[config.mk]
export PLATFORM = sky130hd
export DESIGN_NAME = alu_seq
export DESIGN_NICKNAME = d
export VERILOG_FILES = /design/src/rtl/alu_seq.sv
export SDC_FILE = /design/constraint.sdc
export NUM_CORES = 1
export LEC_CHECK = 0
export ABC_AREA = 1
export CORE_UTILIZATION = 35
export CTS_CLUSTER_DIAMETER = 80
export DETAILED_ROUTE_END_ITERATION = 8
export PLACE_DENSITY = 0.54
export SLEW_MARGIN = 20
export SYNTH_ARGS = -nofsm -noshare
export SYNTH_HDL_FRONTEND = slang
export SYNTH_SLANG_ARGS = --single-unit
[constraint.sdc]
create_clock -name clk -period 2.1 [get_ports clk]
set_input_delay 0.525 -clock clk [delete_from_list [all_inputs] [get_ports clk]]
set_output_delay 0.525 -clock clk [all_outputs]
set_load 0.05 [all_outputs]
[src/rtl/alu_seq.sv]
// -----------------------------------------------------------------------------
// alu_seq -- multi-cycle ALU with a valid/ready front end.
//
// Takes one operation at a time over an in_valid/in_ready handshake. Most
// operations finish in a single cycle. Shifts and rotates run one bit position
// per EXEC cycle. MUL, when built in, runs one shift-add step per EXEC cycle.
// The result, flags and branch decision are registered. They are held on the
// outputs while out_valid is high and until out_ready takes them.
//
// Optional feature: define ALU_SEQ_MUL_EN to build the unsigned shift-add
// multiplier (opcode 10101). When the macro is not defined, 10101 is decoded
// as an illegal opcode and no multiplier logic exists.
//
// Ports:
//   clk        in   rising-edge clock
//   reset_n    in   asynchronous active-low reset; aborts any operation
//   in_valid   in   operation presented
//   in_ready   out  high only in IDLE; operation accepted when both are high
//   alu_cmd    in   opcode (CMD_W bits), latched on accept
//   inA, inB   in   operands (WIDTH bits), latched on accept
//   out_valid  out  result valid; held until out_ready
//   out_ready  in   consumer takes the result
//   rslt       out  result (low half of the product for MUL)
//   rslt_hi    out  high half of the product for MUL, else 0
//   doBranch   out  branch taken (BEQ / B only)
//   flag_z     out  zero flag (full product for MUL)
//   flag_c     out  carry / borrow / last bit shifted out
//   flag_n     out  MSB of rslt
//   illegal    out  opcode not recognised
// -----------------------------------------------------------------------------
module alu_seq #(
    parameter int WIDTH = 8,
    parameter int CMD_W = 5,
    parameter int SHW   = $clog2(WIDTH)
) (
    input  logic             clk,
    input  logic             reset_n,
    input  logic             in_valid,
    output logic             in_ready,
    input  logic [CMD_W-1:0] alu_cmd,
    input  logic [WIDTH-1:0] inA,
    input  logic [WIDTH-1:0] inB,
    output logic             out_valid,
    input  logic             out_ready,
    output logic [WIDTH-1:0] rslt,
    output logic [WIDTH-1:0] rslt_hi,
    output logic             doBranch,
    output logic             flag_z,
    output logic             flag_c,
    output logic             flag_n,
    output logic             illegal
);

    // Opcodes
    localparam logic [CMD_W-1:0] OP_NOP    = CMD_W'(5'b00000);
    localparam logic [CMD_W-1:0] OP_B      = CMD_W'(5'b00010);
    localparam logic [CMD_W-1:0] OP_BEQ    = CMD_W'(5'b00011);
    localparam logic [CMD_W-1:0] OP_MOV    = CMD_W'(5'b00100);
    localparam logic [CMD_W-1:0] OP_SLT    = CMD_W'(5'b00101);
    localparam logic [CMD_W-1:0] OP_ADD    = CMD_W'(5'b01000);
    localparam logic [CMD_W-1:0] OP_SUB    = CMD_W'(5'b01001);
    localparam logic [CMD_W-1:0] OP_AND    = CMD_W'(5'b01010);
    localparam logic [CMD_W-1:0] OP_OR     = CMD_W'(5'b01011);
    localparam logic [CMD_W-1:0] OP_SHL    = CMD_W'(5'b01100);
    localparam logic [CMD_W-1:0] OP_SHR    = CMD_W'(5'b01101);
    localparam logic [CMD_W-1:0] OP_PARITY = CMD_W'(5'b01111);
    localparam logic [CMD_W-1:0] OP_XOR    = CMD_W'(5'b10100);
    localparam logic [CMD_W-1:0] OP_ADDI   = CMD_W'(5'b11000);
    localparam logic [CMD_W-1:0] OP_ROTL   = CMD_W'(5'b11110);
`ifdef ALU_SEQ_MUL_EN
    localparam logic [CMD_W-1:0] OP_MUL    = CMD_W'(5'b10101);
    localparam logic [SHW-1:0]   CNT_MUL   = SHW'(WIDTH - 1);
`endif

    localparam logic [WIDTH-1:0] W_L     = WIDTH'(WIDTH);
    localparam logic [WIDTH-1:0] ONE_W   = {{(WIDTH-1){1'b0}}, 1'b1};
    localparam logic [WIDTH:0]   ONE_W1  = {{WIDTH{1'b0}}, 1'b1};
    localparam logic [SHW-1:0]   CNT_ONE = SHW'(1);

    typedef enum logic [1:0] {
        ST_IDLE = 2'b00,
        ST_EXEC = 2'b01,
        ST_DONE = 2'b10
    } state_t;

    // Even-parity bit of a data word
    function automatic logic parity_f(input logic [WIDTH-1:0] v);
        return ^v;
    endfunction

    state_t             state_r;
    logic               in_ready_r;
    logic               out_valid_r;
    logic [CMD_W-1:0]   cmd_r;
    logic [WIDTH-1:0]   acc_r;
    logic [SHW-1:0]     cnt_r;
    logic [WIDTH-1:0]   rslt_r;
    logic [WIDTH-1:0]   rslt_hi_r;
    logic               branch_r;
    logic               flag_z_r;
    logic               flag_c_r;
    logic               flag_n_r;
    logic               illegal_r;
`ifdef ALU_SEQ_MUL_EN
    logic [WIDTH-1:0]   mcand_r;
    logic [WIDTH-1:0]   hi_r;
    logic [WIDTH:0]     mul_sum_s;
`endif

    // Decode of the presented operation: single-cycle result or iteration setup
    logic [WIDTH-1:0]   sc_rslt_s;
    logic               sc_c_s;
    logic               sc_br_s;
    logic               sc_ill_s;
    logic               iter_s;
    logic [SHW-1:0]     cnt_load_s;
    logic [SHW-1:0]     rot_n_s;

    // Step values for one EXEC cycle
    logic [WIDTH-1:0]   step_acc_s;
    logic [WIDTH-1:0]   step_hi_s;
    logic               step_c_s;

    // Decode the opcode at the inputs into a single-cycle result or an iteration count
    always_comb begin
        sc_rslt_s  = '0;
        sc_c_s     = 1'b0;
        sc_br_s    = 1'b0;
        sc_ill_s   = 1'b0;
        iter_s     = 1'b0;
        cnt_load_s = '0;
        rot_n_s    = SHW'(inB % W_L);
        case (alu_cmd)
            OP_NOP:    sc_rslt_s = '0;
            OP_ADD:    {sc_c_s, sc_rslt_s} = {1'b0, inA} + {1'b0, inB};
            OP_ADDI:   {sc_c_s, sc_rslt_s} = {1'b0, inA} + {1'b0, inB} + ONE_W1;
            // top bit of the widened difference is the borrow
            OP_SUB:    {sc_c_s, sc_rslt_s} = {1'b0, inA} - {1'b0, inB};
            OP_MOV:    sc_rslt_s = inB;
            OP_AND:    sc_rslt_s = inA & inB;
            OP_OR:     sc_rslt_s = inA | inB;
            OP_XOR:    sc_rslt_s = inA ^ inB;
            OP_PARITY: sc_rslt_s = {{(WIDTH-1){1'b0}}, parity_f(inA)};
            OP_SLT: begin
                if (inA < inB) begin
                    sc_rslt_s = ONE_W;
                end else begin
                    sc_rslt_s = '0;
                end
            end
            OP_BEQ:    sc_br_s = (inA == inB);
            OP_B:      sc_br_s = 1'b1;
            OP_SHL, OP_SHR: begin
                // Shifting by WIDTH or more clears everything: no iteration needed
                if (inB >= W_L) begin
                    sc_rslt_s = '0;
                end else if (inB == '0) begin
                    sc_rslt_s = inA;
                end else begin
                    iter_s     = 1'b1;
                    cnt_load_s = SHW'(inB) - CNT_ONE;
                end
            end
            OP_ROTL: begin
                if (rot_n_s == '0) begin
                    sc_rslt_s = inA;
                end else begin
                    iter_s     = 1'b1;
                    cnt_load_s = rot_n_s - CNT_ONE;
                end
            end
`ifdef ALU_SEQ_MUL_EN
            OP_MUL: begin
                iter_s     = 1'b1;
                cnt_load_s = CNT_MUL;
            end
`endif
            default:   sc_ill_s = 1'b1;
        endcase
    end

    // One bit of shift / rotate / shift-add work on the latched operands
    always_comb begin
        step_acc_s = acc_r;
        step_hi_s  = '0;
        step_c_s   = 1'b0;
`ifdef ALU_SEQ_MUL_EN
        mul_sum_s  = '0;
`endif
        case (cmd_r)
            OP_SHL: begin
                step_acc_s = {acc_r[WIDTH-2:0], 1'b0};
                step_c_s   = acc_r[WIDTH-1];
            end
            OP_SHR: begin
                step_acc_s = {1'b0, acc_r[WIDTH-1:1]};
                step_c_s   = acc_r[0];
            end
            OP_ROTL: begin
                step_acc_s = {acc_r[WIDTH-2:0], acc_r[WIDTH-1]};
                step_c_s   = 1'b0;
            end
`ifdef ALU_SEQ_MUL_EN
            OP_MUL: begin
                // {hi, acc} holds the partial product above the unconsumed multiplier bits
                if (acc_r[0]) begin
                    mul_sum_s = {1'b0, hi_r} + {1'b0, mcand_r};
                end else begin
                    mul_sum_s = {1'b0, hi_r};
                end
                step_hi_s  = mul_sum_s[WIDTH:1];
                step_acc_s = {mul_sum_s[0], acc_r[WIDTH-1:1]};
                step_c_s   = (mul_sum_s[WIDTH:1] != '0);
            end
`endif
            default: begin
                step_acc_s = acc_r;
                step_c_s   = 1'b0;
            end
        endcase
    end

    // Control FSM with the operand latches, iteration counter and registered outputs
    always_ff @(posedge clk or negedge reset_n) begin
        if (!reset_n) begin
            state_r     <= ST_IDLE;
            in_ready_r  <= 1'b1;
            out_valid_r <= 1'b0;
            cmd_r       <= '0;
            acc_r       <= '0;
            cnt_r       <= '0;
            rslt_r      <= '0;
            rslt_hi_r   <= '0;
            branch_r    <= 1'b0;
            flag_z_r    <= 1'b0;
            flag_c_r    <= 1'b0;
            flag_n_r    <= 1'b0;
            illegal_r   <= 1'b0;
`ifdef ALU_SEQ_MUL_EN
            mcand_r     <= '0;
            hi_r        <= '0;
`endif
        end else begin
            case (state_r)
                ST_IDLE: begin
                    if (in_valid) begin
                        cmd_r      <= alu_cmd;
                        acc_r      <= inA;
                        cnt_r      <= cnt_load_s;
                        in_ready_r <= 1'b0;
`ifdef ALU_SEQ_MUL_EN
                        mcand_r    <= inB;
                        hi_r       <= '0;
`endif
                        if (iter_s) begin
                            state_r <= ST_EXEC;
                        end else begin
                            state_r     <= ST_DONE;
                            out_valid_r <= 1'b1;
                            rslt_r      <= sc_rslt_s;
                            rslt_hi_r   <= '0;
                            branch_r    <= sc_br_s;
                            flag_z_r    <= (sc_rslt_s == '0);
                            flag_c_r    <= sc_c_s;
                            flag_n_r    <= sc_rslt_s[WIDTH-1];
                            illegal_r   <= sc_ill_s;
                        end
                    end else begin
                        state_r <= ST_IDLE;
                    end
                end
                ST_EXEC: begin
                    acc_r <= step_acc_s;
`ifdef ALU_SEQ_MUL_EN
                    hi_r  <= step_hi_s;
`endif
                    if (cnt_r == '0) begin
                        state_r     <= ST_DONE;
                        out_valid_r <= 1'b1;
                        rslt_r      <= step_acc_s;
                        rslt_hi_r   <= step_hi_s;
                        branch_r    <= 1'b0;
                        flag_z_r    <= ({step_hi_s, step_acc_s} == '0);
                        flag_c_r    <= step_c_s;
                        flag_n_r    <= step_acc_s[WIDTH-1];
                        illegal_r   <= 1'b0;
                    end else begin
                        cnt_r <= cnt_r - CNT_ONE;
                    end
                end
                ST_DONE: begin
                    if (out_ready) begin
                        state_r     <= ST_IDLE;
                        out_valid_r <= 1'b0;
                        in_ready_r  <= 1'b1;
                    end else begin
                        state_r <= ST_DONE;
                    end
                end
                default: begin
                    state_r     <= ST_IDLE;
                    out_valid_r <= 1'b0;
                    in_ready_r  <= 1'b1;
                end
            endcase
        end
    end

    assign in_ready  = in_ready_r;
    assign out_valid = out_valid_r;
    assign rslt      = rslt_r;
    assign rslt_hi   = rslt_hi_r;
    assign doBranch  = branch_r;
    assign flag_z    = flag_z_r;
    assign flag_c    = flag_c_r;
    assign flag_n    = flag_n_r;
    assign illegal   = illegal_r;

endmodule

==> reports/results.ini <==
[synthesis]
async_reset_ff_frac = 1.00
netlist-cell-type-count = 37
syn_area_um2 = 3770
yosysSeqAreaShare = 0.213
synth_area_per_cell_um2 = 6.02
synth_enable_flop_cells = 0
yosys-top-cells-area = sky130_fd_sc_hd__dfrtp_1 (21%), sky130_fd_sc_hd__nand2_1 (17%), sky130_fd_sc_hd__ha_1 (10%), sky130_fd_sc_hd__inv_1 (9.1%), sky130_fd_sc_hd__nor2_1 (8.0%)
ys.warnings.count = 0
synthDominantCellAreaShare = 0.206
yosys_register_bits = 32
synthesis.instances = 626
synth_area_leader_cell = sky130_fd_sc_hd__dfrtp_1
ys_dominant_reg_cell = sky130_fd_sc_hd__dfrtp_1

[final_layout]
final_area_um2 = 5750
fin_nets = 853
final_cell_mix = sky130_fd_sc_hd__nand2_1 (153), sky130_fd_sc_hd__buf_4 (140), sky130_fd_sc_hd__inv_1 (74), sky130_fd_sc_hd__nor2_1 (61), sky130_fd_sc_hd__nand3_1 (48)
multiInputGateArea_um2 = 2840
diodes = 0
layout_cells_sized_above_1 = 0.330
layout.cells.most_common = sky130_fd_sc_hd__nand2_1
area_delta_synth_final_pct = 52.7
finish.utilization = 0.555
sequential_cell_area_um2 = 802
layout_filler_cell_count = 1064

[grt]
grt_util_all_layers = 0.254
first_pass_grt_wire_length_um = 21800
initial_antenna_violation_count = 0
gr-total-overflow = 0
grt_start_max_net_pins = 33
vias_in_the_first_global_route = 4477

[clock_tree]
cts_root_buffer = sky130_fd_sc_hd__clkbuf_8
cts.sinks = 32
cts.hold.buffers_added = 0
htree_levels = 2
cts_tree = yes
insertion_delay_ps = 290
max_buffers_root_to_sink = 2
cts_buffers = 5
clkSlewWorstSetupHoldPaths_ps = 70

[floorplan]
top_level_ports = 48
core_area_um2 = 10400
row_count = 37
die_x_extent_um = 106
die-area_um2 = 11200
start_util = 0.363
floorplan.die.height_um = 106

[sta]
setup_violations = 6
worst_slew_margin = 0.647
min_period_ps = 2300
rsz0062_at_grt = yes
finalCritPeriodShare = 1.09
maxSlewViolCount = 0
fmax_mhz = 435
setup-tns-final_ps = -892
finalClockSkew_ps = 2.81
actual_transition_at_the_worst_max_transition_pin_ps = 528
final-hold-violation-count = 0
timing.final.ws_setup_ps = -197

[route]
number_of_routed_nets_with_antenna_violations = 0
avgViaCountPerCell = 4.91
initialDrtViolationCount = 248
detailroute.via_count = 4581
total_length_of_routed_wires_um = 14000
first_pass_iters = 6
route.detailed.drc = 0
routedWlPerCell_um = 15.0

[setup_path]
worstRegToRegCells = 6
crit_type = primary input to register
worst_ep_arrival_time_ps = 2480
timing.critical_path.from_type = primary input
end_kind = register
cp_max_fo = 3
cp.required_ps = 2290

[power]
power_density_nw_per_um2 = 587
switching_power_mw = 1.53
p_leak_nw = 3.02
sw_frac_of_total = 0.453
cell_internal_pwr_mw = 1.85
power.total_mw = 3.38
pwr-share-clk = 0.149
ir_drop_mv = 0.577
combinational_power_share = 0.581
power.share.sequential = 0.270

[hold_path]
worstHoldPathCells = 2
min_path_type = register to register

[placed_design]
dp_hpwl_um = 11200
io_buffer_count = 39
post-place-ws_ps = -1030
gp_congestion = 0.911
postPlaceCellArea_um2 = 5160

[status]
violations = negative setup slack
run_status = finished with violations

[run]
max_capacitance_violation_total = 0

sequential cells by signal (all words and copies together) (netlist names):
register	flops
cmd_r	5
rslt	7
acc_r	8
in_ready	1
flag_z	1
state_r	2
doBranch	1
flag_c	1
cnt_r	3
flag_n	1
illegal	1
out_valid	1
cells in the mapped netlist, drive strengths merged, types with 6 or more instances:
master,n
nand2,172
inv,96
nor2,82
nand3,58
dfrtp,31
ha,30
o21ai,30
a21oi,23
buf,23
nand4,17
o22ai,10
a31oi,8
nor3,7
or2,6
metal layers:
layer	share of wire	GRT usage	wire, um	up-vias
met4	0.025	0.0903	355	0
li1	-	-	-	2332
met2	0.50	0.464	6940	108
met5	0	0	0	-
met3	0.034	0.0216	470	19
met1	0.44	0.308	6230	2122
critical path, cell delays in order:
cell and delay, ps:
sky130_fd_sc_hd__buf_8 100, sky130_fd_sc_hd__ha_4 170, sky130_fd_sc_hd__fa_2 570, sky130_fd_sc_hd__ha_4 140
sky130_fd_sc_hd__nand3_2 60, sky130_fd_sc_hd__nand3b_1 190, sky130_fd_sc_hd__nor2_2 150, sky130_fd_sc_hd__nand2_2 90
sky130_fd_sc_hd__nor2_4 110, sky130_fd_sc_hd__nor2_1 60, sky130_fd_sc_hd__a21oi_2 150, sky130_fd_sc_hd__o21ai_1 80
sky130_fd_sc_hd__nand2_1 50, sky130_fd_sc_hd__nand2_1 40
per-stage QoR:
stage / hold slack [ps] / std cells
after floorplan: 229 / 633
after global placement: 466 / 907
after detailed placement: 472 / 907
after CTS: 489 / 923
after global routing: 516 / 933
final: 483 / 933
final timing paths:
kind | start | endpoint | slack, ps
worst max-delay path | inB[0] | rslt[6]$_DFFE_PN0P_ | -200
worst min-delay path | rslt[4]$_DFFE_PN0P_ | rslt[4]$_DFFE_PN0P_ | 480
worst max register to register | cmd_r[1]$_DFFE_PN0P_ | rslt[3]$_DFFE_PN0P_ | 270
worst min register to register | rslt[4]$_DFFE_PN0P_ | rslt[4]$_DFFE_PN0P_ | 480
max in group asynchronous | reset_n | in_ready$_DFFE_PN1P_ | 1140
min in group asynchronous | reset_n | state_r[0]$_DFFE_PN0P_ | 640
power groups by stage:
stage	combinational, mW	sequential (mW)	clock, mW
final	1.96	0.913	0.503
after global routing	2.14	0.933	0.539
after CTS	1.90	0.915	0.513
after detailed placement	1.80	0.926	0
after global placement	1.78	0.920	0
after floorplan	0.845	1.20	0
kinds of logic after synthesis:
group	Yosys count	share of synthesized area
and+or+nand+nor	345	0.387
xor gates and xnor gates	8	0.0186
adders and majority gates	32	0.110
other	1	0.000995
buffers and inverters	123	0.140
AOI/OAI and AO/OA	85	0.130
DFF	32	0.213
area by class of cell:
class                      instances  area share
clock buffer                       8      0.0157
inverter                          96      0.0626
multi-input combinational        478       0.493
sequential                        32       0.139
tap                              136      0.0296
timing repair buffer             183       0.260
repair_timing:
| action | in CTS | in global routing |
|---|---|---|
| setup endpoints to repair | 13 | 13 |
| cloned | 0 | 1 |
| pin swaps | 46 | 34 |
| setup buffers | 10 | 10 |
| resized for setup | 104 | 43 |
Note: power is estimated with default switching activity, not from simulation.
